<file path="config.mk">
export PLATFORM = sky130hd
export DESIGN_NAME = difftest_sim_ctrl
export DESIGN_NICKNAME = d
export VERILOG_FILES = /design/src/rtl/difftest_sim_ctrl_pkg.sv /design/src/rtl/difftest_step_accum.sv /design/src/rtl/difftest_sim_ctrl.sv
export SDC_FILE = /design/constraint.sdc
export NUM_CORES = 1
export LEC_CHECK = 0
export ABC_AREA = 1
export BUFFER_PORTS_ARGS = -buffer_cell sky130_fd_sc_hd__buf_2
export CORE_MARGIN = 2
export CORE_UTILIZATION = 31
export DETAILED_ROUTE_END_ITERATION = 16
export GPL_ROUTABILITY_DRIVEN = 0
export PLACE_DENSITY = 0.47
export SYNTH_ARGS = -nofsm -noshare
export SYNTH_HDL_FRONTEND = slang
export SYNTH_SLANG_ARGS = --single-unit
</file>
<file path="constraint.sdc">
create_clock -name clock -period 6.7 [get_ports clock]
set_input_delay 1.675 -clock clock [delete_from_list [all_inputs] [get_ports clock]]
set_output_delay 1.675 -clock clock [all_outputs]
set_load 0.05 [all_outputs]
</file>
<file path="src/rtl/difftest_sim_ctrl_pkg.sv">
// Shared types for the difftest simulation controller: FSM state encoding
// and finish-code constants.
package sim_ctrl_pkg;

    typedef enum logic [2:0] {
        IDLE,
        INIT,
        RUN,
        WAIT,
        DONE
    } state_e;

    localparam logic [1:0] FIN_NONE    = 2'd0;
    localparam logic [1:0] FIN_FAIL    = 2'd1;
    localparam logic [1:0] FIN_TIMEOUT = 2'd2;

endpackage

</file>
<file path="src/rtl/difftest_step_accum.sv">
// Per-core difftest_step delay register plus a sticky pending accumulator.
// 'take' hands the current pending set to a request; 'clr' discards everything.
module difftest_step_accum #(
    parameter int NUM_CORES = 1
) (
    input  logic                 clock,
    input  logic                 reset_n,
    input  logic                 clr,
    input  logic                 take,
    input  logic [NUM_CORES-1:0] step_in,
    output logic [NUM_CORES-1:0] pending
);

    logic [NUM_CORES-1:0] step_dly_q, step_dly_d;
    logic [NUM_CORES-1:0] pending_q,  pending_d;

    always_comb begin
        step_dly_d = clr ? '0 : step_in;
        // A step arriving in the take cycle belongs to the next request.
        if (clr)       pending_d = '0;
        else if (take) pending_d = step_dly_q;
        else           pending_d = pending_q | step_dly_q;
    end

    // NOTE: sequential state is written only with non-blocking '<=' so every
    // flop samples pre-edge values regardless of block ordering.
    always_ff @(posedge clock or negedge reset_n) begin
        if (!reset_n) begin
            step_dly_q <= '0;
            pending_q  <= '0;
        end else begin
            step_dly_q <= step_dly_d;
            pending_q  <= pending_d;
        end
    end

    assign pending = pending_q;

endmodule

</file>
<file path="src/rtl/difftest_sim_ctrl.sv">
// Difftest simulation controller: init handshake, batched step-check requests,
// DUT stall, cycle/log/timeout tracking. Optional SIM_CTRL_PERF_EN adds perf counters.
module difftest_sim_ctrl
    import sim_ctrl_pkg::*;
#(
    parameter int NUM_CORES        = 1,
    parameter int CYCLE_W          = 64,
    parameter int STALL_ON_PENDING = 1
) (
    input  logic                 clock,
    input  logic                 reset_n,
    input  logic [CYCLE_W-1:0]   cfg_max_cycles,
    input  logic [CYCLE_W-1:0]   cfg_log_begin,
    input  logic [CYCLE_W-1:0]   cfg_log_end,
    input  logic [NUM_CORES-1:0] difftest_step,
    output logic                 init_req,
    input  logic                 init_ack,
    output logic                 step_req,
    output logic [NUM_CORES-1:0] step_mask,
    input  logic                 step_ack,
    input  logic                 step_fail,
    output logic                 dut_stall,
    output logic                 log_enable,
    output logic [CYCLE_W-1:0]   cycle_count,
    output logic                 finish,
    output logic [1:0]           finish_code,
    output logic [CYCLE_W-1:0]   fail_cycle
`ifdef SIM_CTRL_PERF_EN
    ,
    output logic [CYCLE_W-1:0]   perf_stall_cycles,
    output logic [31:0]          perf_step_reqs
`endif
);

    state_e               state_q, state_d;
    logic                 init_req_q, init_req_d;
    logic                 step_req_q, step_req_d;
    logic [NUM_CORES-1:0] step_mask_q, step_mask_d;
    logic                 dut_stall_q, dut_stall_d;
    logic                 log_enable_q, log_enable_d;
    logic [CYCLE_W-1:0]   cycle_count_q, cycle_count_d;
    logic                 finish_q, finish_d;
    logic [1:0]           finish_code_q, finish_code_d;
    logic [CYCLE_W-1:0]   fail_cycle_q, fail_cycle_d;
    logic [CYCLE_W-1:0]   req_cycle_q, req_cycle_d;

    logic [NUM_CORES-1:0] pending;
    logic                 take;
    logic                 active;
    logic                 timeout;

    difftest_step_accum #(.NUM_CORES(NUM_CORES)) u_accum (
        .clock   (clock),
        .reset_n (reset_n),
        .clr     ((state_q == IDLE) || (state_q == INIT)),
        .take    (take),
        .step_in (difftest_step),
        .pending (pending)
    );

    assign active  = (state_q == RUN) || (state_q == WAIT);
    assign timeout = active && (cfg_max_cycles != '0) && (cycle_count_q >= cfg_max_cycles);

    // NOTE: every _d gets a default before the case so no path leaves it
    // unassigned, which would otherwise infer a latch.
    always_comb begin
        state_d       = state_q;
        init_req_d    = init_req_q;
        step_req_d    = step_req_q;
        step_mask_d   = step_mask_q;
        finish_code_d = finish_code_q;
        fail_cycle_d  = fail_cycle_q;
        take          = 1'b0;

        unique case (state_q)
            IDLE: begin
                state_d    = INIT;
                init_req_d = 1'b1;
            end
            INIT: begin
                if (init_ack) begin
                    state_d    = RUN;
                    init_req_d = 1'b0;
                end
            end
            RUN: begin
                if (timeout) begin
                    state_d       = DONE;
                    finish_code_d = FIN_TIMEOUT;
                end else if (pending != '0) begin
                    take        = 1'b1;
                    state_d     = WAIT;
                    step_req_d  = 1'b1;
                    step_mask_d = pending;
                end
            end
            WAIT: begin
                // A failing ack outranks a simultaneous timeout.
                if (step_ack && step_fail) begin
                    state_d       = DONE;
                    finish_code_d = FIN_FAIL;
                    fail_cycle_d  = req_cycle_q;
                end else if (timeout) begin
                    state_d       = DONE;
                    finish_code_d = FIN_TIMEOUT;
                end else if (step_ack) begin
                    state_d = RUN;
                end
                if (state_d != WAIT) begin
                    step_req_d  = 1'b0;
                    step_mask_d = '0;
                end
            end
            DONE: ;
            default: state_d = IDLE;
        endcase

        finish_d    = (state_d == DONE);
        dut_stall_d = (state_d == INIT) || (state_d == DONE) ||
                      ((state_d == WAIT) && (STALL_ON_PENDING != 0));

        cycle_count_d = cycle_count_q;
        if (active && !dut_stall_q && (state_d != DONE) && (cycle_count_q != '1))
            cycle_count_d = cycle_count_q + 1'b1;

        // req_cycle is the cycle_count value visible while the request is up.
        req_cycle_d  = take ? cycle_count_d : req_cycle_q;
        log_enable_d = (cfg_log_end != '0) && (cycle_count_q >= cfg_log_begin) &&
                       (cycle_count_q < cfg_log_end);
    end

    always_ff @(posedge clock or negedge reset_n) begin
        if (!reset_n) begin
            state_q       <= IDLE;
            init_req_q    <= 1'b0;
            step_req_q    <= 1'b0;
            step_mask_q   <= '0;
            dut_stall_q   <= 1'b0;
            log_enable_q  <= 1'b0;
            cycle_count_q <= '0;
            finish_q      <= 1'b0;
            finish_code_q <= FIN_NONE;
            fail_cycle_q  <= '0;
            req_cycle_q   <= '0;
        end else begin
            state_q       <= state_d;
            init_req_q    <= init_req_d;
            step_req_q    <= step_req_d;
            step_mask_q   <= step_mask_d;
            dut_stall_q   <= dut_stall_d;
            log_enable_q  <= log_enable_d;
            cycle_count_q <= cycle_count_d;
            finish_q      <= finish_d;
            finish_code_q <= finish_code_d;
            fail_cycle_q  <= fail_cycle_d;
            req_cycle_q   <= req_cycle_d;
        end
    end

    assign init_req    = init_req_q;
    assign step_req    = step_req_q;
    assign step_mask   = step_mask_q;
    assign dut_stall   = dut_stall_q;
    assign log_enable  = log_enable_q;
    assign cycle_count = cycle_count_q;
    assign finish      = finish_q;
    assign finish_code = finish_code_q;
    assign fail_cycle  = fail_cycle_q;

`ifdef SIM_CTRL_PERF_EN
    logic [CYCLE_W-1:0] perf_stall_q, perf_stall_d;
    logic [31:0]        perf_reqs_q,  perf_reqs_d;

    always_comb begin
        perf_stall_d = perf_stall_q;
        perf_reqs_d  = perf_reqs_q;
        if ((state_q == WAIT) && dut_stall_q && (perf_stall_q != '1))
            perf_stall_d = perf_stall_q + 1'b1;
        if (take && (perf_reqs_q != '1))
            perf_reqs_d = perf_reqs_q + 1'b1;
    end

    always_ff @(posedge clock or negedge reset_n) begin
        if (!reset_n) begin
            perf_stall_q <= '0;
            perf_reqs_q  <= '0;
        end else begin
            perf_stall_q <= perf_stall_d;
            perf_reqs_q  <= perf_reqs_d;
        end
    end

    assign perf_stall_cycles = perf_stall_q;
    assign perf_step_reqs    = perf_reqs_q;
`endif

endmodule

</file>
Word-level counts from Yosys, hierarchy flattened

Index checks and enable logic that the tools add are counted.

Eq/ne operators: 14
Order comparisons: 3
Bitwise logic cells: 1
Muxes and demuxes: 24
Reduce and logical (&&, ||, !) cells: 21
$add $sub $neg: 1

Operators with widths:

| cell                                                  | count |
|---|---|
| greater-or-equal comparator 64 bit                    | 2 |
| nonzero test 64 bit                                   | 2 |
| adder 64 x 1 -> 64 bit, second input constant         | 1 |
| < comparator 64 bit                                   | 1 |
| two-way mux 64 bit                                    | 1 |
| inequality test 64 bit, second input constant         | 1 |
| two-way mux 3 bit                                     | 7 |
| one-hot mux 3 bit (5 select lines)                    | 1 |
| two-way mux 1 bit                                     | 10 |
| == test 3 x 2 -> 1 bit, second input constant         | 3 |
| logical AND 1 bit                                     | 8 |
| == test 3 x 1 -> 1 bit, second input constant         | 2 |
| == test 3 bit, second input constant                  | 2 |
| logical OR 1 bit                                      | 4 |
| two-way mux 2 bit                                     | 2 |
| inequality test 2 x 1 -> 1 bit, second input constant | 2 |
| inequality test 2 bit, second input constant          | 2 |
| one-hot mux 1 bit (2 select lines)                    | 2 |
| one-hot mux 2 bit (2 select lines)                    | 1 |
| AND reduction 2 bit                                   | 2 |
| AND reduction 4 bit                                   | 1 |
| nonzero test 2 bit                                    | 2 |
| logical NOT 3 bit                                     | 1 |
| inequality test 3 x 2 -> 1 bit, second input constant | 1 |
| other kinds (3)                                       | 3 |

Output and inout port bits: 136
Word-level logic and storage cells: 76
Input port bits: 198
Register bits: 204

Logic depth before layout (Yosys ltp)

Gate-level depths: netlist of the first run.

Depth after elaboration: 12
Depth in mapped cells: 25
Depth with buffers taken out: 24

Modules after synthesis

Synthesis of the first run repeated with hierarchy kept, for this count alone.

Cells, all modules: 2,076
Area total of the unflattened synthesis: 15,577.4 um2

By module, submodules not included:

| module              | sequential area each (um2) | cells an instance | times used | area an instance (um2) |
|---|---|---|---|---|
| difftest_sim_ctrl   | 5,054.8                    | 2,068             | 1          | 15,499.9 |
| difftest_step_accum | 50.0                       | 8                 | 1          | 77.6 |

Worst setup path after synthesis of the first run

No wires, ideal clock.

Path type: input to register
From: input port cfg_max_cycles[45]
To: register req_cycle_q[41]
Stages: 20
Required time: 6.634 ns
Path buffers: 1
Setup time: 0.066 ns
Slack: 3.102 ns
Arrival time: 3.533 ns
Path through: inv_1 > ha_1 > a21oi_1 > nor2_1 > nor3_1 > nand2_1 > nand2_1 > nand2_1 > nor2_1 > nand2_1 > nand2_2 > nand2_1 > nand2_2 > nand3_4 > nor2_8 > buf_4 > nand3_1 > nand2_1 > nand2_1 > nand2_1

Longest elaborated chain between the ends: 11
Elaborated cells between the ends (all ways): 15
Classes of those cells: order compare (1); eq/ne (1); mux (8); reduce/logical (5)

RTL lines:

| item                                                                                       | line                     | text |
|---|---|---|
| start: declaration                                                                         | difftest_sim_ctrl.sv:12  | `input logic [CYCLE_W-1:0] cfg_max_cycles,` |
| parallel branches: the longest is 2 deep, another holds greater-or-equal comparator 64 bit | -                        |  |
| logical AND 1 bit (*)                                                                      | difftest_sim_ctrl.sv:62  | `assign timeout = active && (cfg_max_cycles != '0) && (cycle_count_q >= cfg_max_cycles);` |
| two-way mux 3 bit                                                                          | difftest_sim_ctrl.sv:103 | `end else if (timeout) begin` |
| two-way mux 3 bit                                                                          | difftest_sim_ctrl.sv:99  | `if (step_ack && step_fail) begin` |
| two-way mux 3 bit                                                                          | difftest_sim_ctrl.sv:75  | `unique case (state_q)` |
| one-hot mux 3 bit (5 select lines) (*)                                                     | difftest_sim_ctrl.sv:75  |  |
| net state_d[2]                                                                             | difftest_sim_ctrl.sv:35  | `state_e state_q, state_d;` |
| inequality test 3 bit (*)                                                                  | difftest_sim_ctrl.sv:123 | `if (active && !dut_stall_q && (state_d != DONE) && (cycle_count_q != '1))` |
| logical AND 1 bit (*) (2 in a row)                                                         | difftest_sim_ctrl.sv:123 |  |
| two-way mux 64 bit (*)                                                                     | difftest_sim_ctrl.sv:123 |  |
| net cycle_count_d[41]                                                                      | difftest_sim_ctrl.sv:41  | `logic [CYCLE_W-1:0] cycle_count_q, cycle_count_d;` |
| end signal: assignment                                                                     | difftest_sim_ctrl.sv:156 | `req_cycle_q <= req_cycle_d;` |
| end: declaration                                                                           | difftest_sim_ctrl.sv:45  | `logic [CYCLE_W-1:0] req_cycle_q, req_cycle_d;` |

Mark *: on every way through the listed nets, which the timed path passes. The select of a mux whose other input is x is not followed.
A chain may end at the register's enable or synchronous reset.

Final worst setup path of the first run

From: input port cfg_max_cycles[3]
To: register req_cycle_q[43]

Longest elaborated chain between the ends: 11
Elaborated cells between the ends (all ways): 15
Classes of those cells: order compare (1); eq/ne (1); mux (8); reduce/logical (5)

RTL lines:

| item                                                                                       | line |
|---|---|
| parallel branches: the longest is 2 deep, another holds greater-or-equal comparator 64 bit | - |
| logical AND 1 bit (*)                                                                      | difftest_sim_ctrl.sv:62 |
| two-way mux 3 bit                                                                          | difftest_sim_ctrl.sv:103 |
| two-way mux 3 bit                                                                          | difftest_sim_ctrl.sv:99 |
| two-way mux 3 bit                                                                          | difftest_sim_ctrl.sv:75 |
| one-hot mux 3 bit (5 select lines) (*)                                                     | difftest_sim_ctrl.sv:75 |
| inequality test 3 bit (*)                                                                  | difftest_sim_ctrl.sv:123 |
| logical AND 1 bit (*) (2 in a row)                                                         | difftest_sim_ctrl.sv:123 |
| two-way mux 64 bit (*)                                                                     | difftest_sim_ctrl.sv:123 |
| net cycle_count_d[43]                                                                      | difftest_sim_ctrl.sv:41 |

Marked as above.

==> results by stage, run 1 <==
Status:
- The run finished with clean final reports.

Die:
- The core footprint is 49050 µm².
- The die extent in x is 227.1 µm.
- The total number of placement rows is 81.
- The number of top-level pins is 334.
- Once the floorplan was initialized, standard cells occupied 31.46% of the core.
- The die area is 51580 µm².
- In this run the vertical extent of the chip is 227.1 µm.

Timing:
- In the final timing run, aggregate negative setup slack is 0 ns.
- Setup repair after global routing left no endpoint under its margin.
- The final worst clock skew is 0.01504 ns.
- The relative max-transition margin is 16.97%.
- The number of endpoints with negative hold slack in the final report was 0.
- The max-slew violation total from the final report is 0.
- Across all hold checks on the routed design, the worst slack comes to 0.4647 ns.
- The clock period minus final worst setup slack is 4.732 ns.
- Setup violations remaining at the end of the flow were counted as 0.
- For the pin with the worst max-slew slack, the measured transition is 1.244 ns.
- Based on the critical path, the design can be clocked at up to 211.3 MHz.
- The final worst-path cycle share is 70.63%.

Power:
- Power spread over the standard cell area amounts to 273.9 nW/µm².
- Across the VDD grid, the largest voltage drop is 287.0 µV.
- The cell leakage power is 10.87 nW.

Global routing:
- The via count of the first global-routing pass is 14.95k.
- The initial antenna violation count is 3.
- The first global-routing pass estimated 86320 µm of wire.
- The maximum number of pins on one net before global-route repair is 113.
- The total grt overflow is 0.
- The global-route usage over all layers is 21.68%.

Route:
- The first TritonRoute pass finished after 7 iterations.
- The overall via count from detail_route is 15.02k.
- The number of vias per cell is 4.810.
- Summed over all layers, the routed wires come to 56120 µm.
- The iteration-0 DRC count of the detailed router is 873.
- In this run the remaining antenna-violating nets after routing total 0.
- After detailed routing, the number of remaining DRC violations is 0.
- The final routed wire length divided by cell count is 17.97 µm.

Worst setup path:
- The delay of the slowest cell on the worst path is 0.78 ns.
- The arrival time reported for the critical path endpoint is 5.13 ns.
- The worst register-to-register path begins at cycle_count[0].
- Broken down by cell family, the worst path's largest delay share belongs to simple AND/OR/NAND/NOR gates.
- The critical path goes through buf_2 -> inv_1 -> ha_1 -> nand2_1 -> inv_1 -> nand2_1 -> nand2_1 -> nand2_1 -> nand2_1 -> nand2_1 -> nand2_1 -> nand2_1 -> nand2_1 -> nand2_1 -> nand2_1 -> nand2_2 -> nand2_1 -> nand2_2 -> nand4_4 -> o21bai_1 -> nand2_1 -> nand2_1 -> nand2_1.
- STA classifies the critical path startpoint as a primary input.
- STA classifies the critical path endpoint as a flop.
- The worst endpoint required time is 7.10 ns.
- The reg2reg setup slack is 2.43 ns.
- The maximum fanout along the worst path is 63.
- The cell count of the worst reg-to-reg path is 12.
- The worst setup path is of the primary input to flop kind.
- The slowest stage cell on the critical path is sky130_fd_sc_hd__nand4_4.
- By instance count, the cell type seen most on the critical path is sky130_fd_sc_hd__nand2_1.
- The most critical setup path has its startpoint at cfg_max_cycles[3].
- The buffers plus inverters on the worst setup path is 3.
- In this run the critical register-to-register path is captured at req_cycle_q[41].

Clocking:
- Clock tree synthesis found a total of 204 sinks.
- CTS placed an instance of sky130_fd_sc_hd__clkbuf_16 at the clock tree root.
- CTS built an H-tree with a depth of 1.
- The number of setup buffers added after CTS is 0.
- Clock-pin slew was measured on the worst setup and hold paths at 0.06 ns.
- TritonCTS created 23 clock buffers.
- Hold repair after CTS inserted 0 buffers.
- The number of buffers between clock root and the deepest sink is 3.
- The clock tree from TritonCTS is yes.
- Once the clock tree was built, the resizer swapped 0 gates to a different size.
- The source-to-sink clock delay at the later pin of the worst-skew pair is 0.53 ns.

Min path:
- The worst min-delay path startpoint is fail_cycle[30].
- The worst min-delay path category is flop to flop.
- The hold path endpoint is fail_cycle[30].
- The depth of the worst hold-timing path is 2.

Yosys:
- In this run, synthesis inferred 0 flip-flops with an integrated enable.
- Summing every instance area after synthesis gives 15430 µm².
- Counting flops and latches in the post-synthesis netlist gives 204.
- Of the synthesized area, sequential elements account for 33.08%.
- Yosys printed 0 warnings.
- The share of async-settable or async-resettable flops after synthesis is 100.0%.
- The number of nets handed over by synthesis was 2515.
- Counting every instance in the synthesized netlist gives 2125.
- Counting distinct cell types in the post-synthesis netlist gives 42.
- The most used flip-flop cell after synthesis is sky130_fd_sc_hd__dfrtp_1.
- Dividing the synthesized area by the synthesized cell count gives 7.262 µm².

Job:
- The total of max-cap violations is 0.

Finish:
- The proportion of layout cells with a drive suffix above 1 is 16.33%.
- The post-route non-filler standard cell count is 3123.
- From synthesis to final layout, the design area changed by 19.82%.
- After the last flow step, the layout net total stands at 2829.

Placed design:
- The number of input and output port buffers inserted is 333.
- After legalization and detailed placement, the total HPWL measured 44160 µm.
- The number of placed instances, taps included, is 3078.
[area by class of cell]
| class | instances | area, µm² |
|---|---|---|
| Antenna cell | 3 | 7.507 |
| Clock buffer | 31 | 635.6 |
| Clock inverter | 11 | 113.9 |
| Fill cell | 5348 | 30560 |
| Inverter | 340 | 1281 |
| Multi-Input combinational cell | 1529 | 8768 |
| Sequential cell | 204 | 5105 |
| Tap cell | 664 | 830.8 |
| Timing Repair Buffer | 341 | 1748 |
[worst reg2reg max path, stage by stage, from the launching register on]
cell and delay (ns):
sky130_fd_sc_hd__dfrtp_1 0.56, sky130_fd_sc_hd__ha_1 0.36, sky130_fd_sc_hd__nand3_2 0.26, sky130_fd_sc_hd__nor2_4 0.27
sky130_fd_sc_hd__nand4_2 0.12, sky130_fd_sc_hd__nor3_2 0.33, sky130_fd_sc_hd__nand4_2 0.70, sky130_fd_sc_hd__buf_4 0.56
sky130_fd_sc_hd__clkinv_4 0.46, sky130_fd_sc_hd__o21bai_1 0.17, sky130_fd_sc_hd__nand2_1 0.16, sky130_fd_sc_hd__nand2_1 0.14
sky130_fd_sc_hd__nand2_1 0.12
[cells in the final DEF (no fill, tap or decap), types with 6 or more instances in the layout]
master and instances:
sky130_fd_sc_hd__a211oi_1 7, sky130_fd_sc_hd__a21oi_1 82, sky130_fd_sc_hd__buf_2 332, sky130_fd_sc_hd__buf_4 7, sky130_fd_sc_hd__clkbuf_16 23, sky130_fd_sc_hd__clkinv_2 6
sky130_fd_sc_hd__dfrtp_1 204, sky130_fd_sc_hd__ha_1 192, sky130_fd_sc_hd__inv_1 334, sky130_fd_sc_hd__nand2_1 686, sky130_fd_sc_hd__nand3_1 106, sky130_fd_sc_hd__nand4_1 46
sky130_fd_sc_hd__nor2_1 123, sky130_fd_sc_hd__nor3_1 51, sky130_fd_sc_hd__nor4_1 37, sky130_fd_sc_hd__o211ai_1 6, sky130_fd_sc_hd__o21a_1 6, sky130_fd_sc_hd__o21ai_0 25
sky130_fd_sc_hd__o21bai_1 62, sky130_fd_sc_hd__xor2_1 60
[synthesized netlist by cell type, types with 2 or more instances]
cell	count	share of area, %
sky130_fd_sc_hd__inv_1	335	8.1
sky130_fd_sc_hd__ha_1	192	16
sky130_fd_sc_hd__a211oi_1	7	0.34
sky130_fd_sc_hd__o21bai_1	62	3.0
sky130_fd_sc_hd__o221ai_1	3	0.17
sky130_fd_sc_hd__buf_4	7	0.34
sky130_fd_sc_hd__and2_1	2	0.081
sky130_fd_sc_hd__o2111ai_1	5	0.28
sky130_fd_sc_hd__nand2_2	3	0.12
sky130_fd_sc_hd__a21o_1	4	0.19
sky130_fd_sc_hd__nor2_2	3	0.12
sky130_fd_sc_hd__nand2_1	686	17
sky130_fd_sc_hd__nand4_1	46	1.9
sky130_fd_sc_hd__o21ai_0	25	0.81
sky130_fd_sc_hd__nand3_2	3	0.19
sky130_fd_sc_hd__nand4_2	2	0.16
sky130_fd_sc_hd__buf_1	4	0.097
sky130_fd_sc_hd__buf_2	14	0.45
sky130_fd_sc_hd__nor2_1	124	3.0
sky130_fd_sc_hd__buf_6	6	0.44
sky130_fd_sc_hd__xor2_1	60	3.4
sky130_fd_sc_hd__o21a_1	6	0.29
sky130_fd_sc_hd__a21oi_1	82	2.7
sky130_fd_sc_hd__clkbuf_1	21	0.51
sky130_fd_sc_hd__a31oi_1	3	0.12
sky130_fd_sc_hd__o211ai_1	6	0.29
sky130_fd_sc_hd__dfrtp_1	204	33
sky130_fd_sc_hd__inv_2	4	0.097
sky130_fd_sc_hd__nor3_1	51	1.7
sky130_fd_sc_hd__nor4_1	37	1.5
sky130_fd_sc_hd__nand3_1	106	3.4
sky130_fd_sc_hd__and3_1	2	0.081
[worst max-delay path by stage]
| stage | endpoint | slack [ns] | cells after the start |
|---|---|---|---|
| 2_1_floorplan | req_cycle_q[41] | 3.10 | 20 |
| 3_3_place_gp | req_cycle_q[41] | 1.29 | 13 |
| 3_5_place_dp | req_cycle_q[41] | 1.37 | 13 |
| 4_1_cts | req_cycle_q[43] | 1.93 | 13 |
| 5_1_grt | req_cycle_q[43] | 1.65 | 21 |
| 6_report | req_cycle_q[43] | 1.97 | 23 |
[through the flow]
stage | power, mW | worst slack, ns | util, % | instance area (µm²)
after floorplan | 3.241 | 3.102 | - | 15430
after global placement | 3.818 | 1.289 | 36.15 | 17730
after detailed placement | 3.821 | 1.369 | 36.15 | 17730
after CTS | 5.132 | 1.935 | 37.68 | 18480
after global routing | 5.394 | 1.652 | 37.70 | 18490
final | 5.065 | 1.968 | 37.70 | 18490
[sequential cells by signal, indices dropped and copies added, names as in the netlist]
register            flops
state_q                 3
req_cycle_q            64
fail_cycle             64
finish_code             2
dut_stall               1
finish                  1
u_accum.step_dly_q      1
cycle_count            64
u_accum.pending         1
step_mask               1
log_enable              1
init_req                1
[report_power, final]
group	leakage, nW	total (mW)	switching, mW	internal (mW)
combinational	8.15	1.90	1.43	0.471
sequential	2.35	1.88	0.248	1.64
clock	0.367	1.28	0.539	0.745
total	10.9	5.06	2.21	2.85
[routing by layer]
layer	vias up	track usage, %	wire (µm)
met1	7085	28.32	25190
li1	7488	-	-
met5	-	0	0
met3	81	3.110	2564
met4	0	6.156	1643
met2	367	37.21	26730
[cell families (layout without fill, tap and decap cells)]
family | Yosys count | count (layout) | synth area share (%)
flops | 204 | 204 | 33.08
simple gates | 1071 | 1071 | 29.50
compound gates | 206 | 206 | 8.303
buf+inv | 392 | 723 | 10.14
fa+ha+maj | 192 | 192 | 15.57
other cells | 0 | 3 | 0
xor+xnor | 60 | 60 | 3.405
Note: power is estimated with default switching activity, not from simulation.
==> run 2: changes to the inputs <==
==> constraint.sdc (replaced) <==
create_clock -name clock -period 4.5 [get_ports clock]
set_input_delay 1.125 -clock clock [delete_from_list [all_inputs] [get_ports clock]]
set_output_delay 1.125 -clock clock [all_outputs]
set_load 0.05 [all_outputs]
==> results by stage, run 2 (synthesized netlist as in run 1, its figures left out) <==
Power:
- The share of total power dissipated in the clock network is 26.5%.
- The total power draw is 7.724 mW.
- For this design the static power due to leakage is 11.07 nW.
- Across the VDD grid, the largest voltage drop is 435.8 µV.
- For this design the total switching power over the nets is 3.343 mW.
- In this run the power density over the cells is 409.3 nW/µm².
- The internal portion of the total power is 4.381 mW.
- Registers are responsible for 36.7% of the overall power.
- The share of total power consumed by net switching is 43.28%.
- In this run, the combinational gates consume 36.8% of the power.

Timing:
- The measured slew at the worst slew-check pin is 1.116 ns.
- The max-slew violation total from the final report is 0.
- The setup TNS is 0 ns.
- The tightest hold margin is 0.4631 ns.
- Dividing the final minimum period by the clock period gives 79.42%.
- Headroom to the max-slew limit came out at 24.90%.
- The clock period minus final worst setup slack is 3.574 ns.
- Setup slack closes at 0.9262 ns.
- Static timing analysis puts the maximum clock frequency at 279.8 MHz.
- The final worst clock skew is 0.01296 ns.
- Setup repair after global routing left no endpoint under its margin.
- The number of endpoints with negative hold slack in the final report is 0.
- Setup violations remaining at the end of the flow were counted as 0.

Die:
- From bottom edge to top edge, the die measures 227.1 µm.
- The floorplan step defined a die boundary enclosing 51580 µm².
- The total number of placement rows is 81.
- The number of top-level pins is 334.
- The die extent in x is 227.1 µm.
- The core footprint is 49050 µm².
- Once the floorplan was initialized, standard cells occupied 31.46% of the core.

Worst setup path:
- The start-to-end type of the worst setup path is primary input to flop.
- The delay of the slowest cell on the worst path is 0.32 ns.
- The signal on the critical path passes through buf_2 -> inv_1 -> ha_1 -> nand2_1 -> nor2_1 -> nand2_1 -> nor2_1 -> nand2_1 -> nand2_1 -> nor2_1 -> nand2_1 -> nand2_1 -> nand2_1 -> nand2_2 -> nand2_1 -> nand2_2 -> nand4_4 -> buf_12 -> o21bai_1 -> nand2_1 -> nand2_1 -> nand2_1.
- STA puts the critical path data required time at 4.97 ns.
- The origin of the worst setup path is cfg_max_cycles[15].
- The slowest stage of the critical path belongs to the cell sky130_fd_sc_hd__nor2_1.
- The most frequent cell on the critical path is sky130_fd_sc_hd__nand2_1.
- The arrival time reported for the critical path endpoint is 4.04 ns.
- Of all nets on the critical path, the largest fanout is 63.
- The element type at the critical path start is a primary input.
- STA classifies the critical path endpoint as a flop.
- The startpoint of the most critical register-to-register path is cycle_count[3].

Route:
- After detailed routing, the number of vias per cell comes to 4.783.
- The count of TritonRoute iterations in the first routing pass is 7.
- The detail route stage leaves a number of antenna-violating nets equal to 0.
- Wires add up to 57290 µm.
- The final routed wire length divided by cell count is 18.13 µm.
- In the routed design, unresolved DRC markers number 0.
- The first routing iteration left 873 violations.
- Across all layers, the routed design uses 15.11k vias.

Placed design:
- The number of input and output port buffers inserted is 333.
- The final HPWL from detailed placement is 45310 µm.
- Before CTS, the worst setup slack after placement is 0.4121 ns.
- In this run, placement finished with an instance count of 3112.
- The cell area after placement is 18040 µm².

Global routing:
- The initial antenna violation count is 5.
- The global-route usage over all layers is 22.14%.
- The global-route wire length before repair is 87910 µm.
- The total grt overflow is 0.
- The maximum number of pins on one net before global-route repair is 95.
- The via count of the first global-routing pass is 15.22k.

Clocking:
- The longest clock path from root to sink contains 3 buffers.
- After clock tree synthesis, the repair step resized 0 gates.
- The clock tree from TritonCTS is yes.
- The depth of the CTS H-tree is 1.
- The number of hold buffers added after CTS was 0.
- The number of clock sinks is 204.
- The clock-pin slew reported for the worst setup and hold paths after clock tree synthesis is 0.06 ns.
- The number of buffers added by the clock tree synthesis step is 24.
- Clock latency on the worst-skew pair, taken at its later pin, is 0.53 ns.
- The number of setup buffers added after CTS is 0.
- The clock root buffer is sky130_fd_sc_hd__clkbuf_16.

Finish:
- The summed area of non-filler cells in the final layout is 18870 µm².
- The post-route non-filler standard cell count is 3160.
- The proportion of layout cells with a drive suffix above 1 is 17.58%.
- The post-route core utilization is 38.48%.
- The library cell used most frequently in the layout, excluding fill and tap cells, is sky130_fd_sc_hd__nand2_1.
- The final net count is 2864.
- The top cell types in the final layout, fill and taps aside, are sky130_fd_sc_hd__nand2_1 (686), sky130_fd_sc_hd__inv_1 (334), sky130_fd_sc_hd__buf_2 (332).
- The area growth from synthesis to final layout is 22.31%.

Job:
- The total of max-cap violations is 0.

Status:
- The flow ran to the end, and the final reports show no timing, DRC or antenna violations.

Min path:
- The worst min-delay path startpoint is fail_cycle[24].
- The min-delay analysis places its worst path in the category flop to flop.
-- run 2: critical path, delay by kind of cell --
kind	cells	cell delay [ns]
and+or+nand+nor	17	2.03
adders and majority gates	1	0.28
AOI/OAI and AO/OA	1	0.11
buffers and inverters	3	0.43
-- run 2: worst paths after layout --
path                                    to  slack, ns  cells past startpoint
hold reg to reg             fail_cycle[24]       0.46                      2
hold / removal              fail_cycle[24]       0.46                      2
setup reg to reg           req_cycle_q[36]       1.08                     20
min in group asynchronous   fail_cycle[32]       0.65                      1
setup / recovery           req_cycle_q[36]       0.93                     22
max in group asynchronous   fail_cycle[42]       2.87                      2
-- run 2: cell type report --
| type | count | area [µm²] |
|---|---|---|
| fill | 5355 | 30180 |
| multi-input combinational | 1529 | 8768 |
| sequential | 204 | 5105 |
| timing repair buffer | 375 | 2053 |
| inverter | 340 | 1281 |
| tap | 664 | 830.8 |
| clock buffer | 33 | 705.7 |
| clock inverter | 10 | 116.4 |
| antenna | 5 | 12.51 |
-- run 2: metal layers --
metal	vias to the layer above	routed length, µm	global-route usage (%)
met1	7120	25820	29.30
met5	-	0	0
met4	0	1705	6.367
met3	86	2486	2.568
met2	365	27280	37.98
li1	7543	-	-
-- run 2: power by group through the flow --
stage          logic (mW)  registers [mW]  clock network [mW]
2_1_floorplan       0.998            3.83                   0
3_3_place_gp         2.84            2.87                   0
3_5_place_dp         2.88            2.85                   0
4_1_cts              2.88            2.84                2.10
5_1_grt              3.12            2.91                2.17
6_report             2.84            2.84                2.05
